## config.mk

```make
export PLATFORM = sky130hd
export DESIGN_NAME = vga_sync_monitor
export DESIGN_NICKNAME = d
export VERILOG_FILES = /design/src/rtl/vga_sync_monitor.sv
export SDC_FILE = /design/constraint.sdc
export NUM_CORES = 1
export LEC_CHECK = 0
export CAP_MARGIN = 10
export CELL_PAD_IN_SITES_DETAIL_PLACEMENT = 0
export CELL_PAD_IN_SITES_GLOBAL_PLACEMENT = 1
export CORE_MARGIN = 2
export CORE_UTILIZATION = 38
export CTS_BUF_LIST = sky130_fd_sc_hd__clkbuf_16
export DETAILED_ROUTE_END_ITERATION = 16
export PLACE_DENSITY = 0.74
export SYNTH_ARGS = -nofsm -noshare
export SYNTH_HDL_FRONTEND = slang
export SYNTH_SLANG_ARGS = --single-unit
```

## constraint.sdc

```tcl
create_clock -name MAX10_CLK1_50 -period 2.9 [get_ports MAX10_CLK1_50]
set_clock_uncertainty 0.1 [all_clocks]
set_input_delay 0.58 -clock MAX10_CLK1_50 [delete_from_list [all_inputs] [get_ports MAX10_CLK1_50]]
set_output_delay 0.58 -clock MAX10_CLK1_50 [all_outputs]
set_load 0.02 [all_outputs]
```

## src/rtl/vga_sync_monitor.sv

```systemverilog
// vga_sync_monitor: receive-side checker for the DE10-Lite 800x600 VGA output.
// Recovers pixel position from looped-back sync pins, measures line/frame
// timing, declares lock and counts active pixels that differ from EXP_RGB.
module vga_sync_monitor #(
   parameter int unsigned H_TOTAL     = 1040,
   parameter int unsigned H_PULSE     = 120,
   parameter int unsigned H_BACK      = 64,
   parameter int unsigned H_ACTIVE    = 800,
   parameter int unsigned V_TOTAL     = 666,
   parameter int unsigned V_PULSE     = 6,
   parameter int unsigned V_BACK      = 23,
   parameter int unsigned V_ACTIVE    = 600,
   parameter logic        HS_POL      = 1'b1,
   parameter logic        VS_POL      = 1'b1,
   parameter logic [11:0] EXP_RGB     = 12'hF00,
   parameter int unsigned LOCK_FRAMES = 2
) (
   input  logic        MAX10_CLK1_50,
   input  logic        reset_n,
   input  logic        vga_hs,
   input  logic        vga_vs,
   input  logic [3:0]  vga_r,
   input  logic [3:0]  vga_g,
   input  logic [3:0]  vga_b,
   output logic        locked,
   output logic [10:0] pix_x,
   output logic [9:0]  pix_y,
   output logic        pix_de,
   output logic [11:0] pix_rgb,
   output logic [10:0] line_period,
   output logic [10:0] hs_width,
   output logic [9:0]  frame_lines,
   output logic [15:0] frame_err_count,
   output logic        frame_done
);

   localparam int unsigned HW  = 11;
   localparam int unsigned VW  = 10;
   localparam int unsigned EW  = 16;
   localparam int unsigned SW  = 14;
   localparam int unsigned VPW = 4;
   localparam int unsigned MW  = 4;

   localparam logic [HW-1:0]  H_MAX       = '1;
   localparam logic [VW-1:0]  V_MAX       = '1;
   localparam logic [EW-1:0]  E_MAX       = '1;
   localparam logic [VPW-1:0] VP_MAX      = '1;
   localparam logic [HW-1:0]  H_ACT_START = HW'(H_PULSE + H_BACK);
   localparam logic [HW-1:0]  H_ACT_END   = HW'(H_PULSE + H_BACK + H_ACTIVE - 1);
   localparam logic [VW-1:0]  V_ACT_START = VW'(V_PULSE + V_BACK);
   localparam logic [VW-1:0]  V_ACT_END   = VW'(V_PULSE + V_BACK + V_ACTIVE - 1);
   localparam logic [HW-1:0]  H_TOTAL_W   = HW'(H_TOTAL);
   localparam logic [HW-1:0]  H_PULSE_W   = HW'(H_PULSE);
   localparam logic [VW-1:0]  V_TOTAL_W   = VW'(V_TOTAL);
   localparam logic [VPW-1:0] V_PULSE_W   = VPW'(V_PULSE);
   localparam logic [MW-1:0]  LOCK_N      = MW'(LOCK_FRAMES);
   localparam logic [SW-1:0]  SYNC_IDLE   = {~HS_POL, ~VS_POL, 12'h000};

   typedef enum logic [1:0] {
      SEARCH = 2'd0,
      CHECK  = 2'd1,
      LOCKED = 2'd2
   } state_t;

   // synchroniser and edge-register stages
   logic [SW-1:0]  sync1;
   logic [SW-1:0]  sync2;
   logic           hs_q;
   logic           vs_q;

   // position counters and measurement state
   logic [HW-1:0]  hcnt;
   logic [VW-1:0]  vcnt;
   logic           seen_hs;
   logic [VPW-1:0] vs_lines;
   logic           mismatch;
   logic [EW-1:0]  err_work;

   state_t         state;
   logic [MW-1:0]  match_cnt;

   // combinational next-state / event terms
   logic           hs_now;
   logic           vs_now;
   logic           hs_lead;
   logic           hs_trail;
   logic           vs_lead;
   logic           vs_trail;
   logic [11:0]    rgb_s;
   logic [HW-1:0]  hcnt_inc;
   logic [HW-1:0]  hcnt_nxt;
   logic [VW-1:0]  vcnt_nxt;
   logic [VW-1:0]  fl_meas;
   logic [VPW-1:0] vs_lines_nxt;
   logic           de_nxt;
   logic           lp_bad;
   logic           hw_bad;
   logic           vsw_bad;
   logic           hs_lost;
   logic           frame_ok;
   logic           mismatch_nxt;

   // edge detection, counter next values and per-cycle timing checks
   always_comb begin
      hs_now       = (sync2[13] == HS_POL);
      vs_now       = (sync2[12] == VS_POL);
      hs_lead      = hs_now & ~hs_q;
      hs_trail     = ~hs_now & hs_q;
      vs_lead      = vs_now & ~vs_q;
      vs_trail     = ~vs_now & vs_q;
      rgb_s        = sync2[11:0];
      hcnt_inc     = hcnt + HW'(1);
      hcnt_nxt     = hcnt;
      vcnt_nxt     = vcnt;
      vs_lines_nxt = vs_lines;

      if (hs_lead) begin
         hcnt_nxt = '0;
      end else if (hcnt != H_MAX) begin
         hcnt_nxt = hcnt_inc;
      end

      // a VS leading edge wins over a coincident HS edge
      if (vs_lead) begin
         vcnt_nxt = '0;
      end else if (hs_lead && (vcnt != V_MAX)) begin
         vcnt_nxt = vcnt + VW'(1);
      end

      fl_meas = hs_lead ? (vcnt + VW'(1)) : vcnt;

      // VS pulse length in HS edges, counting the edge that opens the pulse
      if (vs_lead) begin
         vs_lines_nxt = hs_lead ? VPW'(1) : VPW'(0);
      end else if (vs_now && hs_lead && (vs_lines != VP_MAX)) begin
         vs_lines_nxt = vs_lines + VPW'(1);
      end

      de_nxt = (hcnt_nxt >= H_ACT_START) && (hcnt_nxt <= H_ACT_END) &&
               (vcnt_nxt >= V_ACT_START) && (vcnt_nxt <= V_ACT_END);

      lp_bad   = hs_lead && seen_hs && (hcnt_inc != H_TOTAL_W);
      hw_bad   = hs_trail && (hcnt_inc != H_PULSE_W);
      vsw_bad  = vs_trail && (vs_lines != V_PULSE_W);
      hs_lost  = (hcnt == H_MAX);

      frame_ok = (fl_meas == V_TOTAL_W) &&
                 !(mismatch || lp_bad || hw_bad || vsw_bad || hs_lost);

      if (vs_lead) begin
         mismatch_nxt = 1'b0;
      end else begin
         mismatch_nxt = mismatch || lp_bad || hw_bad || vsw_bad || hs_lost;
      end
   end

   // two-flop synchroniser followed by the edge register
   always_ff @(posedge MAX10_CLK1_50) begin
      if (!reset_n) begin
         sync1 <= SYNC_IDLE;
         sync2 <= SYNC_IDLE;
         hs_q  <= 1'b0;
         vs_q  <= 1'b0;
      end else begin
         sync1 <= {vga_hs, vga_vs, vga_r, vga_g, vga_b};
         sync2 <= sync1;
         hs_q  <= hs_now;
         vs_q  <= vs_now;
      end
   end

   // position counters and line measurements
   always_ff @(posedge MAX10_CLK1_50) begin
      if (!reset_n) begin
         hcnt        <= '0;
         vcnt        <= '0;
         seen_hs     <= 1'b0;
         line_period <= '0;
         hs_width    <= '0;
         vs_lines    <= '0;
         mismatch    <= 1'b0;
      end else begin
         hcnt     <= hcnt_nxt;
         vcnt     <= vcnt_nxt;
         vs_lines <= vs_lines_nxt;
         mismatch <= mismatch_nxt;
         if (hs_lead) begin
            seen_hs <= 1'b1;
            if (seen_hs) begin
               line_period <= hcnt_inc;
            end
         end
         if (hs_trail) begin
            hs_width <= hcnt_inc;
         end
      end
   end

   // aligned pixel outputs
   always_ff @(posedge MAX10_CLK1_50) begin
      if (!reset_n) begin
         pix_de  <= 1'b0;
         pix_x   <= '0;
         pix_y   <= '0;
         pix_rgb <= '0;
      end else begin
         pix_de  <= de_nxt;
         pix_x   <= de_nxt ? (hcnt_nxt - H_ACT_START) : '0;
         pix_y   <= de_nxt ? (vcnt_nxt - V_ACT_START) : '0;
         pix_rgb <= rgb_s;
      end
   end

   // per-frame results and saturating colour error count
   always_ff @(posedge MAX10_CLK1_50) begin
      if (!reset_n) begin
         frame_done      <= 1'b0;
         frame_lines     <= '0;
         frame_err_count <= '0;
         err_work        <= '0;
      end else begin
         frame_done <= vs_lead;
         if (vs_lead) begin
            frame_lines     <= fl_meas;
            frame_err_count <= err_work;
            err_work        <= '0;
         end else if (de_nxt && (rgb_s != EXP_RGB) && (err_work != E_MAX)) begin
            err_work <= err_work + EW'(1);
         end
      end
   end

   // lock FSM: first VS edge, then LOCK_FRAMES matching frames
   always_ff @(posedge MAX10_CLK1_50) begin
      if (!reset_n) begin
         state     <= SEARCH;
         match_cnt <= '0;
         locked    <= 1'b0;
      end else begin
         case (state)
            SEARCH: begin
               locked <= 1'b0;
               if (vs_lead) begin
                  state     <= CHECK;
                  match_cnt <= '0;
               end
            end
            CHECK: begin
               locked <= 1'b0;
               if (vs_lead) begin
                  if (frame_ok) begin
                     match_cnt <= match_cnt + MW'(1);
                     if ((match_cnt + MW'(1)) >= LOCK_N) begin
                        state  <= LOCKED;
                        locked <= 1'b1;
                     end
                  end else begin
                     state <= SEARCH;
                  end
               end
            end
            LOCKED: begin
               if (lp_bad || hw_bad || hs_lost || (vs_lead && !frame_ok)) begin
                  state  <= SEARCH;
                  locked <= 1'b0;
               end else begin
                  locked <= 1'b1;
               end
            end
            default: begin
               state  <= SEARCH;
               locked <= 1'b0;
            end
         endcase
      end
   end

endmodule

```

==> results.yml, run 1 <==
synth:
  synth_area_leader_cell: "dfxtp_1"
  yosys.area.top_type_share_pct: 44.6
  synth_ff_type: "dfxtp_1"
  ys_warn_count: 0
  ys_ff_latch: 163
  synth_area_um2: 7320
  synth_edf_count: 0
  synthArstFlopShare_pct: 0
  ys_top_cells_by_area: "dfxtp_1 45%, and2_1 5.1%, nand2_1 3.9%, nor2_1 3.5%, xnor2_1 2.8%"
  seq_area_frac_synth_pct: 44.6
  postSynthCellCount: 809
  synth_nets: 840
  yosysUniqueCellTypes: 74
  syn_avg_cell_area_um2: 9.05
min_path:
  min_path_type: "register to register"
  hold_start: "sync1[6]"
  hold_end: "sync2[6]"
  hold_depth: 1
clock_network:
  cts_tree: "yes"
  clk_latency_ns: 0.43
  clock-root-buffer: "clkbuf_16"
  cts_buffers: 17
  ctsHtreeMaxLevel: 4
  postCtsHoldBufs: 0
  cts_sinks: 163
  cts.clk_slew.worst_paths_ns: 0.07
  clk_path_buf_depth: 2
global_route:
  track_usage_pct: 19.1
  grt_pass1_vias: 6046
  antenna_found_initial: 0
  grt_pass1_wl_mm: 30.9
  grt_max_degree: 69
  grt_overflow: 0
place:
  gp_congestion: 0.955
  place_ws_ns: -0.267
  port_buffers: 99
  dp_hpwl_mm: 13.9
timing:
  period_share_pct: 99.9
  worstMarginPinSlew_ns: 0.643
  clock.fmax_ghz: 0.345
  setup_slack_ns: 0.00323
  finalSetupViolations: 0
  slew_headroom_pct: 56.8
  hold_viol: 0
  min_period_ns: 2.90
  rsz0062_at_grt: "true"
  final-max-slew-violation-count: 0
critical_path:
  r2r_cells: 14
  critPathKind: "register to register"
  critical_path_cell_count: 14
  required_ns: 3.14
  r2r-start: "vcnt[0]"
  arrival_ns: 3.14
  r2r_setup_slack_ns: 0.003
  worst-path-max-fanout: 6
  max_stage_delay_ns: 0.32
  cp_slowest_cell: "dfxtp_2"
  cp_cell_sequence: "ha_2 -> and2_4 -> a31oi_4 -> a21oi_2 -> or2_4 -> buf_4 -> ha_1 -> inv_2 -> o2111ai_4 -> nand3_4 -> and2_4 -> nand3_4 -> buf_6 -> nor3_4"
  start_kind: "register"
  endpoint_kind: "register"
  path_buf_inv: 3
  crit_family: "simple AND/OR/NAND/NOR gates"
  r2r-end: "pix_y[4]"
finish:
  antennaDiodeCount: 0
  syn2layout_area_growth_pct: 42.1
  nNetsFinal: 1037
  post-route-util_pct: 55.2
  drive_above_1_share_pct: 24.7
outcome:
  run_status: "completed"
pwr:
  peakVddDrop_uv: 382
  power.total_mw: 4.85
  leakagePower_nw: 4.23
  power_density_nw_per_um2: 466
route:
  wire_per_inst_um: 15.5
  ant_nets: 0
  vias_per_cell: 5.09
  routed.top_layer: "met4"
  met3_length_um: 911
  firstDrtPassIters: 5
  wirelength_mm: 19.9
  vias: 6513
  drt_iter0_markers: 409
  met2_length_mm: 9.16
  m1WireLength_mm: 9.43
  drc: 0
floorplan:
  rows: 50
  start_util_pct: 38.9
  die_h_um: 143
  dieArea_um2: 20400
  fp.dieW_um: 143
  ios: 100
  coreArea_um2: 18800
job:
  drv.max_cap_violation_count: 0
## what timing repair did
action | CTS | global route
pin swaps | 12 | 28
setup buffers | 6 | 12
setup endpoints to repair | 39 | 39
cloned | 0 | 3
resized for setup | 25 | 67
## routing by layer
layer / GRT usage, % / up-vias
li1: - / 3271
met2: 29.7 / 165
met5: 0 / -
met4: 6.83 / 0
met1: 25.9 / 3047
met3: 4.63 / 30
## synthesized netlist by cell type (4+ instances only)
master and n:
o211a_1 19, a21oi_1 27, nand3b_1 4, and3_1 16, buf_4 5, buf_2 15, o21ai_1 4, nand4_1 10
dfxtp_1 163, mux2i_1 6, and4_1 6, nand2b_1 7, nand2_1 76, nor2_1 69, a21boi_0 5, xnor2_1 23
ha_1 15, and2_1 60, nor3_1 16, or4_1 8, inv_1 15, a211oi_1 11, a22o_1 19, nor3b_1 6
nand3_1 32, or3_1 7, o21ai_0 24, buf_6 4, a31oi_1 17, nor4_1 7, a41o_1 4, clkbuf_1 28
xor2_1 15, buf_1 4
## registers in the layout (all words and copies together) (netlist names), 4 cells and up
name             cells
line_period         11
pix_rgb             12
vs_lines             4
pix_x               11
frame_err_count     16
hs_width            11
sync1               14
pix_y               10
frame_lines         10
hcnt                11
match_cnt            4
err_work            16
sync2               14
vcnt                10
## layout make-up
| class | count | area [um2] |
|---|---|---|
| Clock inverter | 15 | 179 |
| Tap cell | 260 | 325 |
| Fill cell | 1767 | 8430 |
| Multi-Input combinational cell | 575 | 4080 |
| Sequential cell | 163 | 3270 |
| Clock buffer | 17 | 425 |
| Inverter | 16 | 60.1 |
| Timing Repair Buffer | 233 | 2060 |
## metrics by stage
step           hold WS, ns  cell area, um2  std cells  setup TNS (ns)
6_report             0.336           10400       1279               0
4_1_cts              0.338           10000       1265        -0.00992
3_3_place_gp         0.313            9250       1227           -1.80
5_1_grt              0.354           10400       1279           -2.70
2_1_floorplan        0.312            7350        809       -0.000447
3_5_place_dp         0.320            9250       1227           -4.32
## report_power, final
part / internal (mW) / leakage, nW / switching, mW
logic: 0.139 / 2.61 / 0.177
clock network: 1.17 / 0.294 / 1.07
registers: 2.28 / 1.32 / 0.0196
## cell usage in the layout, fill, tap and decap left out, drive strengths merged, types with 8 or more instances in the layout
cell type and count:
dfxtp 163, buf 134, clkdlybuf4s50 98, nand2 76, nor2 69, and2 62, nand3 34, o21ai 28
a21oi 27, xnor2 24, inv 22, a22o 19, o211a 19, nor3 19, clkbuf 18, a31oi 17
and3 16, xor2 15, ha 15, a211oi 13, nand4 11, clkinv 9, or4 8, nor4 8
## worst max-delay path by stage
stage	start	end	slack, ns
after floorplan	vcnt[1]	err_work[7]	-0.0004
after global placement	vcnt[0]	err_work[7]	-0.16
after detailed placement	vcnt[0]	err_work[7]	-0.27
after CTS	hcnt[1]	err_work[12]	-0.01
after global routing	vcnt[0]	err_work[15]	-0.13
final	vcnt[0]	pix_y[4]	0.003
## kinds of logic (layout without fill, tap and decap cells)
logic type	count (synthesis)	in the layout	synth area share (%)
compound gates	160	160	16.3
xor+xnor	39	39	4.77
fa+ha+maj	15	15	2.56
buf+inv	72	281	4.62
flops	163	163	44.6
mux	6	6	0.821
simple gates	354	355	26.4
Power figures use the tool's default switching activity.
==> run 2, diff against run 1 <==
--- a/config.mk
+++ b/config.mk
@@ -8,11 +8,11 @@
 export CAP_MARGIN = 10
 export CELL_PAD_IN_SITES_DETAIL_PLACEMENT = 0
 export CELL_PAD_IN_SITES_GLOBAL_PLACEMENT = 1
-export CORE_MARGIN = 2
-export CORE_UTILIZATION = 38
+export CORE_UTILIZATION = 40
 export CTS_BUF_LIST = sky130_fd_sc_hd__clkbuf_16
 export DETAILED_ROUTE_END_ITERATION = 16
-export PLACE_DENSITY = 0.74
+export DONT_BUFFER_PORTS = 1
+export PLACE_DENSITY = 0.66
 export SYNTH_ARGS = -nofsm -noshare
 export SYNTH_HDL_FRONTEND = slang
 export SYNTH_SLANG_ARGS = --single-unit
==> constraint.sdc (replaced) <==
create_clock -name MAX10_CLK1_50 -period 3 [get_ports MAX10_CLK1_50]
set_clock_uncertainty 0.1 [all_clocks]
set_input_delay 0.6 -clock MAX10_CLK1_50 [delete_from_list [all_inputs] [get_ports MAX10_CLK1_50]]
set_output_delay 0.6 -clock MAX10_CLK1_50 [all_outputs]
set_load 0.02 [all_outputs]
==> run 2 against run 1 <==
The run now ends with setup timing left. Flip-flop and latch count did not move. Count of clock-buffer cells in the layout did not move. Combinational power decreased by 30%. First-iteration DRC count shrank 23%. Core utilization fell by 4.8 points.
==> results.yml, run 2 (synthesized netlist as in run 1, its figures left out) <==
critical_path:
  crit_family: "simple AND/OR/NAND/NOR gates"
  endpoint_kind: "register"
  path_buf_inv: 2
  cp_cell_sequence: "ha_4 -> and2_4 -> a31oi_4 -> nor2_2 -> a21oi_2 -> or2_4 -> ha_4 -> nor4_4 -> o2111ai_1 -> a21boi_2 -> buf_4 -> or2_4 -> buf_8 -> or3_1 -> a21oi_1"
  cp_slowest_cell: "dfxtp_2"
  start_kind: "register"
  critPathKind: "register to register"
  required_ns: 3.26
  max_stage_delay_ns: 0.34
  r2r_setup_slack_ns: -0.02
  worst-path-max-fanout: 8
  arrival_ns: 3.29
route:
  drc: 0
  vias: 6062
  ant_nets: 0
  drt_iter0_markers: 316
  wire_per_inst_um: 17.1
  firstDrtPassIters: 5
  vias_per_cell: 5.36
  wirelength_mm: 19.3
min_path:
  min_path_type: "input pin to register"
finish:
  final_cell_area_um2: 9070
  antennaDiodeCount: 0
  seq_area_um2: 3270
  nNetsFinal: 920
  reg.largest.list: "err_work (16), frame_err_count (16)"
  drive_above_1_share_pct: 22.8
  multi_input_area_um2: 3890
  syn2layout_area_growth_pct: 23.9
  fillerInstances: 1700
  final_common_cell: "dfxtp_1"
  fin_cells: 1131
  final_cell_mix: "159 x dfxtp_1, 110 x buf_4, 76 x nand2_1"
clock_network:
  cts_tree: "yes"
  clk_path_buf_depth: 2
  cts_sinks: 163
  cts.clk_slew.worst_paths_ns: 0.08
  clock-root-buffer: "clkbuf_16"
  cts_buffers: 17
  postCtsHoldBufs: 0
  ctsHtreeMaxLevel: 4
  clk_latency_ns: 0.43
outcome:
  violations: "setup timing"
  run_status: "finished, violations left"
global_route:
  grt_pass1_vias: 5685
  antenna_found_initial: 0
  grt_pass1_wl_mm: 29.7
  track_usage_pct: 20.6
  grt_max_degree: 94
  grt_overflow: 0
floorplan:
  ios: 100
  start_util_pct: 40.7
  coreArea_um2: 18000
  fp.dieW_um: 137
  dieArea_um2: 18800
  die_h_um: 137
  rows: 49
timing:
  setup_slack_ns: -0.0239
  clock.fmax_ghz: 0.331
  hold-worst-slack_ns: 0.192
  slew_headroom_pct: 57.4
  hold_viol: 0
  rsz0062_at_grt: "true"
  min_period_ns: 3.02
  worstMarginPinSlew_ns: 0.631
  final-max-slew-violation-count: 0
  finalSetupViolations: 3
  period_share_pct: 101
pwr:
  power_density_nw_per_um2: 518
  peakVddDrop_uv: 404
  leakagePower_nw: 3.79
  power.total_mw: 4.70
place:
  port_buffers: 0
  dp_cells: 1089
  gp_congestion: 0.934
  dp_hpwl_mm: 13.7
  place_ws_ns: -0.376
  place_area_um2: 8170
job:
  drv.max_cap_violation_count: 0
-- run 2: cell count changes in the layout (fill, tap and decap cells not counted), sizes merged --
cell / previous run / this run
buf: 134 / 117
clkbuf: 18 / 17
clkdlybuf4s50: 98 / 0
or2: 6 / 5
-- run 2: final cells by class --
class | count | area share (%)
timing repair buffer | 117 | 10.3
tap | 229 | 3.16
sequential | 163 | 36.0
clock inverter | 15 | 2.22
inverter | 16 | 0.662
clock buffer | 17 | 4.69
multi-input combinational | 574 | 42.9
-- run 2: what timing repair did --
| action | in CTS | in global routing |
|---|---|---|
| setup endpoints to repair | 44 | 44 |
| gates resized for setup | 11 | 41 |
| pin swaps | 7 | 17 |
| setup buffers | 5 | 5 |
| hold endpoints to repair | 0 | 0 |
-- run 2: final timing paths --
path	startpoint	endpoint	cells after the start
worst max-delay path	vcnt[0]	err_work[5]	15
worst min-delay path	vga_r[3]	sync1[11]	1
worst max register to register	vcnt[0]	err_work[5]	15
worst min register to register	sync1[4]	sync2[4]	1
-- run 2: through the flow --
step	TNS, ns	utilization, %
detailed placement	-7.10	45.5
floorplan	0	-
global placement	-1.35	45.5
finish	-0.0543	50.5
global route	-1.40	50.5
CTS	0	49.5
-- run 2: report_power, final --
part / total [mW] / internal (mW) / switching [mW]
Combinational: 0.222 / 0.0932 / 0.128
Clock: 2.24 / 1.15 / 1.09
Sequential: 2.24 / 2.20 / 0.0349
-- run 2: metal layers --
layer	up-vias	GRT usage, %	part of all wire [%]
met5	-	0	0
li1	3036	-	-
met1	2857	26.8	47
met4	0	8.61	1.6
met2	148	32.7	47
met3	21	4.75	4.7
